<file path="config.mk">
export PLATFORM = sky130hd
export DESIGN_NAME = tenkey_debounce
export DESIGN_NICKNAME = d
export VERILOG_FILES = /design/src/rtl/tenkey_debounce.sv
export SDC_FILE = /design/constraint.sdc
export NUM_CORES = 1
export LEC_CHECK = 0
export CAP_MARGIN = 20
export CORE_UTILIZATION = 55
export CTS_CLUSTER_DIAMETER = 60
export DETAILED_ROUTE_END_ITERATION = 16
export PLACE_DENSITY = 0.76
export SYNTH_ARGS = -nofsm -noshare
export SYNTH_HDL_FRONTEND = slang
export SYNTH_SLANG_ARGS = --single-unit
</file>
<file path="constraint.sdc">
create_clock -name clk -period 4.65 [get_ports clk]
set_input_delay 0.93 -clock clk [delete_from_list [all_inputs] [get_ports clk]]
set_output_delay 0.93 -clock clk [all_outputs]
set_load 0.02 [all_outputs]
</file>
<file path="src/rtl/tenkey_debounce.sv">
// Keypad front end: two-flop synchroniser, per-vector debounce and a press
// validator that emits one one-hot strobe per single-key press.
//
// state     | meaning
// ----------+----------------------------------------------------------
// S_IDLE    | no key accepted as down; waiting for a debounced press
// S_PRESSED | strobe cycle for a valid single-key press
// S_HELD    | key still down after its strobe; waiting for release
// S_MULTI   | more than one key seen; silent until every key is released
module tenkey_debounce #(
    parameter int DEBOUNCE_CYCLES = 4,
    parameter int CNT_W           = 16
) (
    input  logic       clk,
    input  logic       reset,
    input  logic [9:0] sw_raw,
    output logic [9:0] tenkey,
    output logic       key_valid,
    output logic       key_err
);

    localparam logic [CNT_W-1:0] CNT_MAX  = CNT_W'(DEBOUNCE_CYCLES);
    localparam logic [CNT_W-1:0] CNT_LAST = CNT_W'(DEBOUNCE_CYCLES - 1);
    localparam logic [CNT_W-1:0] CNT_ONE  = CNT_W'(1);

    typedef enum logic [1:0] {
        S_IDLE,
        S_PRESSED,
        S_HELD,
        S_MULTI
    } state_t;

    logic [9:0]       sync1;
    logic [9:0]       sync2;
    logic [9:0]       cand;
    logic [9:0]       stable;
    logic [CNT_W-1:0] cnt;
    state_t           state;

    logic stable_zero;
    logic stable_multi;
    logic stable_one;

    assign stable_zero  = (stable == 10'd0);
    assign stable_multi = |(stable & (stable - 10'd1));
    assign stable_one   = !stable_zero && !stable_multi;

    // stable takes cand on the same edge that the run of matching samples
    // reaches DEBOUNCE_CYCLES, so acceptance costs no extra cycle.
    always_ff @(posedge clk or posedge reset) begin
        if (reset) begin
            sync1  <= 10'd0;
            sync2  <= 10'd0;
            cand   <= 10'd0;
            stable <= 10'd0;
            cnt    <= '0;
        end else begin
            sync1 <= sw_raw;
            sync2 <= sync1;
            if (sync2 != cand) begin
                cand <= sync2;
                cnt  <= CNT_ONE;
            end else begin
                if (cnt < CNT_MAX) begin
                    cnt <= cnt + CNT_ONE;
                end
                if ((cnt >= CNT_LAST) && (stable != cand)) begin
                    stable <= cand;
                end
            end
        end
    end

    always_ff @(posedge clk or posedge reset) begin
        if (reset) begin
            state     <= S_IDLE;
            tenkey    <= 10'd0;
            key_valid <= 1'b0;
            key_err   <= 1'b0;
        end else begin
            tenkey    <= 10'd0;
            key_valid <= 1'b0;
            key_err   <= 1'b0;
            case (state)
                S_IDLE: begin
                    if (stable_one) begin
                        tenkey    <= stable;
                        key_valid <= 1'b1;
                        state     <= S_PRESSED;
                    end else if (stable_multi) begin
                        key_err <= 1'b1;
                        state   <= S_MULTI;
                    end
                end
                S_PRESSED: begin
                    state <= S_HELD;
                end
                S_HELD: begin
                    // a switch to a different single key is ignored until release
                    if (stable_zero) begin
                        state <= S_IDLE;
                    end else if (stable_multi) begin
                        key_err <= 1'b1;
                        state   <= S_MULTI;
                    end
                end
                S_MULTI: begin
                    if (stable_zero) begin
                        state <= S_IDLE;
                    end
                end
                default: begin
                    state <= S_IDLE;
                end
            endcase
        end
    end

endmodule

</file>
==> results by stage <==
STA:
- The total count of hold-check failures in the final report is 0.
- Measured against its own limit, the worst slew margin works out to 0.4632.
- The final clock skew is between 0.005 and 0.006 ns.
- The slew at the pin with the worst max-slew slack is ~0.80 ns.
- The clock period could shrink to 2.362 ns.
- The max-slew violation count was 0.
- Timing would allow up to around 0.42 GHz.
- Dividing the final minimum period by the clock period gives 0.5079.
- Setup violations remaining at the end of the flow were counted as 0.
- Setup repair after global routing left no endpoint under its margin.
- The total negative slack is 0 ns.

Clock network:
- The number of clock sinks is 70.
- Once the clock tree was built, the setup fixing pass inserted 0 buffers.
- The longest clock path from root to sink contains 2 buffers.
- The number of buffers created by CTS is 9.
- Clock tree synthesis selected as its root buffer the cell sky130_fd_sc_hd__clkbuf_8.
- The clock latency of the later-clocked register in the worst-skew pair is between 0.3 and 0.4 ns.
- The number of cells upsized or downsized after cts is 0.
- In this run the number of H-tree levels came out at 3.
- The number of buffers inserted for hold repair after clock tree synthesis is 0.
- The clock tree from TritonCTS is yes.
- The clock transition at the registers of the reported paths is roughly 0.07 ns.

Worst setup path:
- The critical setup path kind is reg2reg.
- The end of the critical path is stable[6].
- Data arrives at the worst endpoint at ~2.6 ns.
- The reg-to-reg startpoint is cand[1].
- For the worst setup path, the data required time is 4.87 ns.
- Of all nets on the critical path, the largest fanout is 17.
- The worst reg2reg path depth is 5.
- The register-to-register path setup slack is about 2.3 ns.
- The endpoint kind of the worst setup timing path is a flip-flop.
- The startpoint of the worst setup timing path is cand[1].
- The endpoint identified for the worst register-to-register timing path is stable[6].
- The worst setup path is launched from a flip-flop.

Floorplan:
- The core box area is 4414 um2.
- The floorplan step defined a die boundary enclosing between 4000 and 5000 um2.
- The x dimension of the die is around 70 um.
- The height of the die is 70.33 um.
- 24 I/O pins were placed.
- Row generation in the floorplan step produced 24 rows.
- The initial utilization of the core area, before any placement, comes to 0.5816.

Finish:
- The final layout contains about 220 nets.
- The repair_antennas step left the layout with diodes totalling 0.
- The share of post-route cells with drive strength above 1 is 0.1490.
- The most frequent standard cell in the layout excluding fill and tap cells is sky130_fd_sc_hd__dfrtp_1.
- The final standard cell area without fillers is around 3000 um2.
- Fill cells in the final layout number 300.
- The library cells used most frequently in the layout, excluding fill and tap cells, are sky130_fd_sc_hd__dfrtp_1 (70), sky130_fd_sc_hd__and2_1 (23), sky130_fd_sc_hd__clkdlybuf4s50_1 (23).
- The area growth from synthesis to layout is 16.28%.

Global routing:
- The initial antenna violation count is 0.
- Global routing finished with a remaining overflow of 0.
- The first global-routing pass estimated between 6000 and 7000 um of wire.
- The largest net degree at the start of global routing is between 40 and 50.
- The via count of the first global-routing pass was 1,458.
- The global-route usage over all layers is 0.1895.

Detailed routing:
- The first detailed-routing pass ran for 4 iterations.
- The highest signal layer in the routed design is met4.
- After detailed routing, the met3 layer carries roughly 140 um of wire.
- The routed metal-1 wire length is ~1700 um.
- For this run, design rule violations remaining after detail routing come to 0.
- The final layout contains routed wiring with a total length of 3923 um.
- Detailed routing inserted a total of roughly 1,400 vias.
- After the first detailed-routing iteration, the DRC count stood at 118.
- Dividing the detail-routed wire length by the instance count gives ~15 um.
- Using the TritonRoute via totals, the vias-per-cell ratio works out to 5.400.
- The remaining antenna violation count is 0.
- Wire segments on met2 add up to approximately 2000 um in the final route.

Outcome:
- The run finished with clean final reports.

Placed design:
- The quantity of I/O buffers inserted on ports is 23.
- Routability-driven placement finished with a final weighted congestion of 0.7343.
- The half-perimeter wire length of the detailed placement result is 2689 um.
- Summing all placed instances gives a cell area of roughly 2800 um2.

Yosys:
- Synthesis instantiated 30 different standard cells from the library.
- The instance count of the mapped netlist is 180.
- After synthesis the netlist holds a flip-flop and latch count of 70.
- During synthesis, Yosys emitted a total of 0 warnings.
- The sequential share of the synthesized area is 0.6823.
- The number of nets produced by synthesis is approximately 190.
- The post-synthesis area per instance is between 10 and 15 um2.
- The area of the mapped netlist is ~2600 um2.

Power and ir drop:
- The power density relative to cell area is ~360 nW/um2.
- Across the VDD grid, the largest voltage drop is 0.2378 mV.
- The static leakage is 1.399 nW.

Job:
- The count of max-cap constraint violations is 0.

Worst hold path:
- The type of the most critical hold path is reg2reg.
report_power, final:
group          leakage [nW]  total (W)  switching (W)  internal, W
sequential            0.903   0.000632      0.0000100     0.000622
combinational         0.409  0.0000361      0.0000193    0.0000168
clock                0.0861   0.000414       0.000209     0.000205
per-layer routing:
layer | vias up | global-route usage
met5 | - | 0
met4 | 0 | 0.1133
met3 | 7 | 0.06061
met2 | 29 | 0.2995
met1 | 719 | 0.2265
li1 | 649 | -
final cells by class:
class                           count  area [um2]  share of cell area
Sequential cell                    70        1752              0.5868
Multi-Input combinational cell     95       752.0              0.2519
Timing Repair Buffer               24       237.7             0.07963
Clock buffer                       12       145.1             0.04862
Tap cell                           52       65.06             0.02179
Clock inverter                      4       22.52            0.007544
Inverter                            3       11.26            0.003772
flip-flops by register name, indices dropped and copies added, names as in the netlist:
| signal | flops |
|---|---|
| key_err | 1 |
| state | 2 |
| key_valid | 1 |
| cand | 10 |
| cnt | 16 |
| tenkey | 10 |
| stable | 10 |
| sync1 | 10 |
| sync2 | 10 |
worst max-delay path, stage by stage, from the launching register on:
cell and delay (ns):
sky130_fd_sc_hd__dfrtp_1 0.42, sky130_fd_sc_hd__xnor2_1 0.19, sky130_fd_sc_hd__nand4_1 0.16, sky130_fd_sc_hd__nor4_4 0.64, sky130_fd_sc_hd__o211ai_2 0.43, sky130_fd_sc_hd__mux2_2 0.39
Yosys cell counts:
master | instances | area, um2
sky130_fd_sc_hd__a2111o_1 | 1 | 11.26
sky130_fd_sc_hd__a2111oi_0 | 1 | 8.760
sky130_fd_sc_hd__a2111oi_4 | 1 | 27.53
sky130_fd_sc_hd__a211oi_1 | 2 | 15.01
sky130_fd_sc_hd__a21boi_0 | 1 | 7.510
sky130_fd_sc_hd__a21oi_1 | 2 | 10.01
sky130_fd_sc_hd__and2_1 | 23 | 143.9
sky130_fd_sc_hd__buf_6 | 1 | 11.26
sky130_fd_sc_hd__clkbuf_1 | 11 | 41.29
sky130_fd_sc_hd__dfrtp_1 | 70 | 1752
sky130_fd_sc_hd__ha_1 | 1 | 12.51
sky130_fd_sc_hd__inv_1 | 3 | 11.26
sky130_fd_sc_hd__maj3_1 | 1 | 10.01
sky130_fd_sc_hd__mux2_2 | 10 | 112.6
sky130_fd_sc_hd__mux2i_1 | 1 | 10.01
sky130_fd_sc_hd__nand2_1 | 2 | 7.510
sky130_fd_sc_hd__nand4_1 | 5 | 31.28
sky130_fd_sc_hd__nor2_1 | 7 | 26.28
sky130_fd_sc_hd__nor2b_1 | 2 | 12.51
sky130_fd_sc_hd__nor3_1 | 2 | 10.01
sky130_fd_sc_hd__nor3_2 | 1 | 10.01
sky130_fd_sc_hd__nor4_1 | 5 | 31.28
sky130_fd_sc_hd__nor4_4 | 1 | 21.27
sky130_fd_sc_hd__o211ai_1 | 1 | 7.510
sky130_fd_sc_hd__o211ai_2 | 1 | 12.51
sky130_fd_sc_hd__o21a_1 | 1 | 7.510
sky130_fd_sc_hd__o2bb2ai_1 | 1 | 8.760
sky130_fd_sc_hd__o41a_2 | 1 | 12.51
sky130_fd_sc_hd__xnor2_1 | 10 | 87.58
sky130_fd_sc_hd__xor2_1 | 11 | 96.34
cells by family after synthesis:
group           Yosys count  share of synthesized area
buf+inv                  15                    0.02485
simple gates             48                     0.1145
mux                      11                    0.04776
fa+ha+maj                 2                   0.008771
xor+xnor                 21                    0.07163
flops                    70                     0.6823
compound gates           13                    0.05020
per-stage QoR:
| step | setup slack [ns] | hold slack [ns] | cells | total power (W) | util |
|---|---|---|---|---|---|
| after floorplan | 1.952 | 0.3312 | 180 | 0.0006658 | - |
| after global placement | 2.340 | 0.3330 | 244 | 0.0006777 | 0.6383 |
| after detailed placement | 2.259 | 0.3355 | 244 | 0.0006814 | 0.6383 |
| after CTS | 2.282 | 0.3508 | 260 | 0.001098 | 0.6763 |
| after global routing | 2.057 | 0.3565 | 260 | 0.001130 | 0.6763 |
| final | 2.288 | 0.3496 | 260 | 0.001082 | 0.6763 |
worst min path at each step:
stage / end / startpoint / depth (start not counted)
3_5_place_dp: sync2[8] / sync1[8] / 0
2_1_floorplan: sync2[0] / sync1[0] / 0
6_report: sync2[9] / sync1[9] / 0
3_3_place_gp: sync2[9] / sync1[9] / 0
4_1_cts: sync2[8] / sync1[8] / 0
5_1_grt: sync2[9] / sync1[9] / 0
No activity file was read; power rests on OpenSTA's default activity.
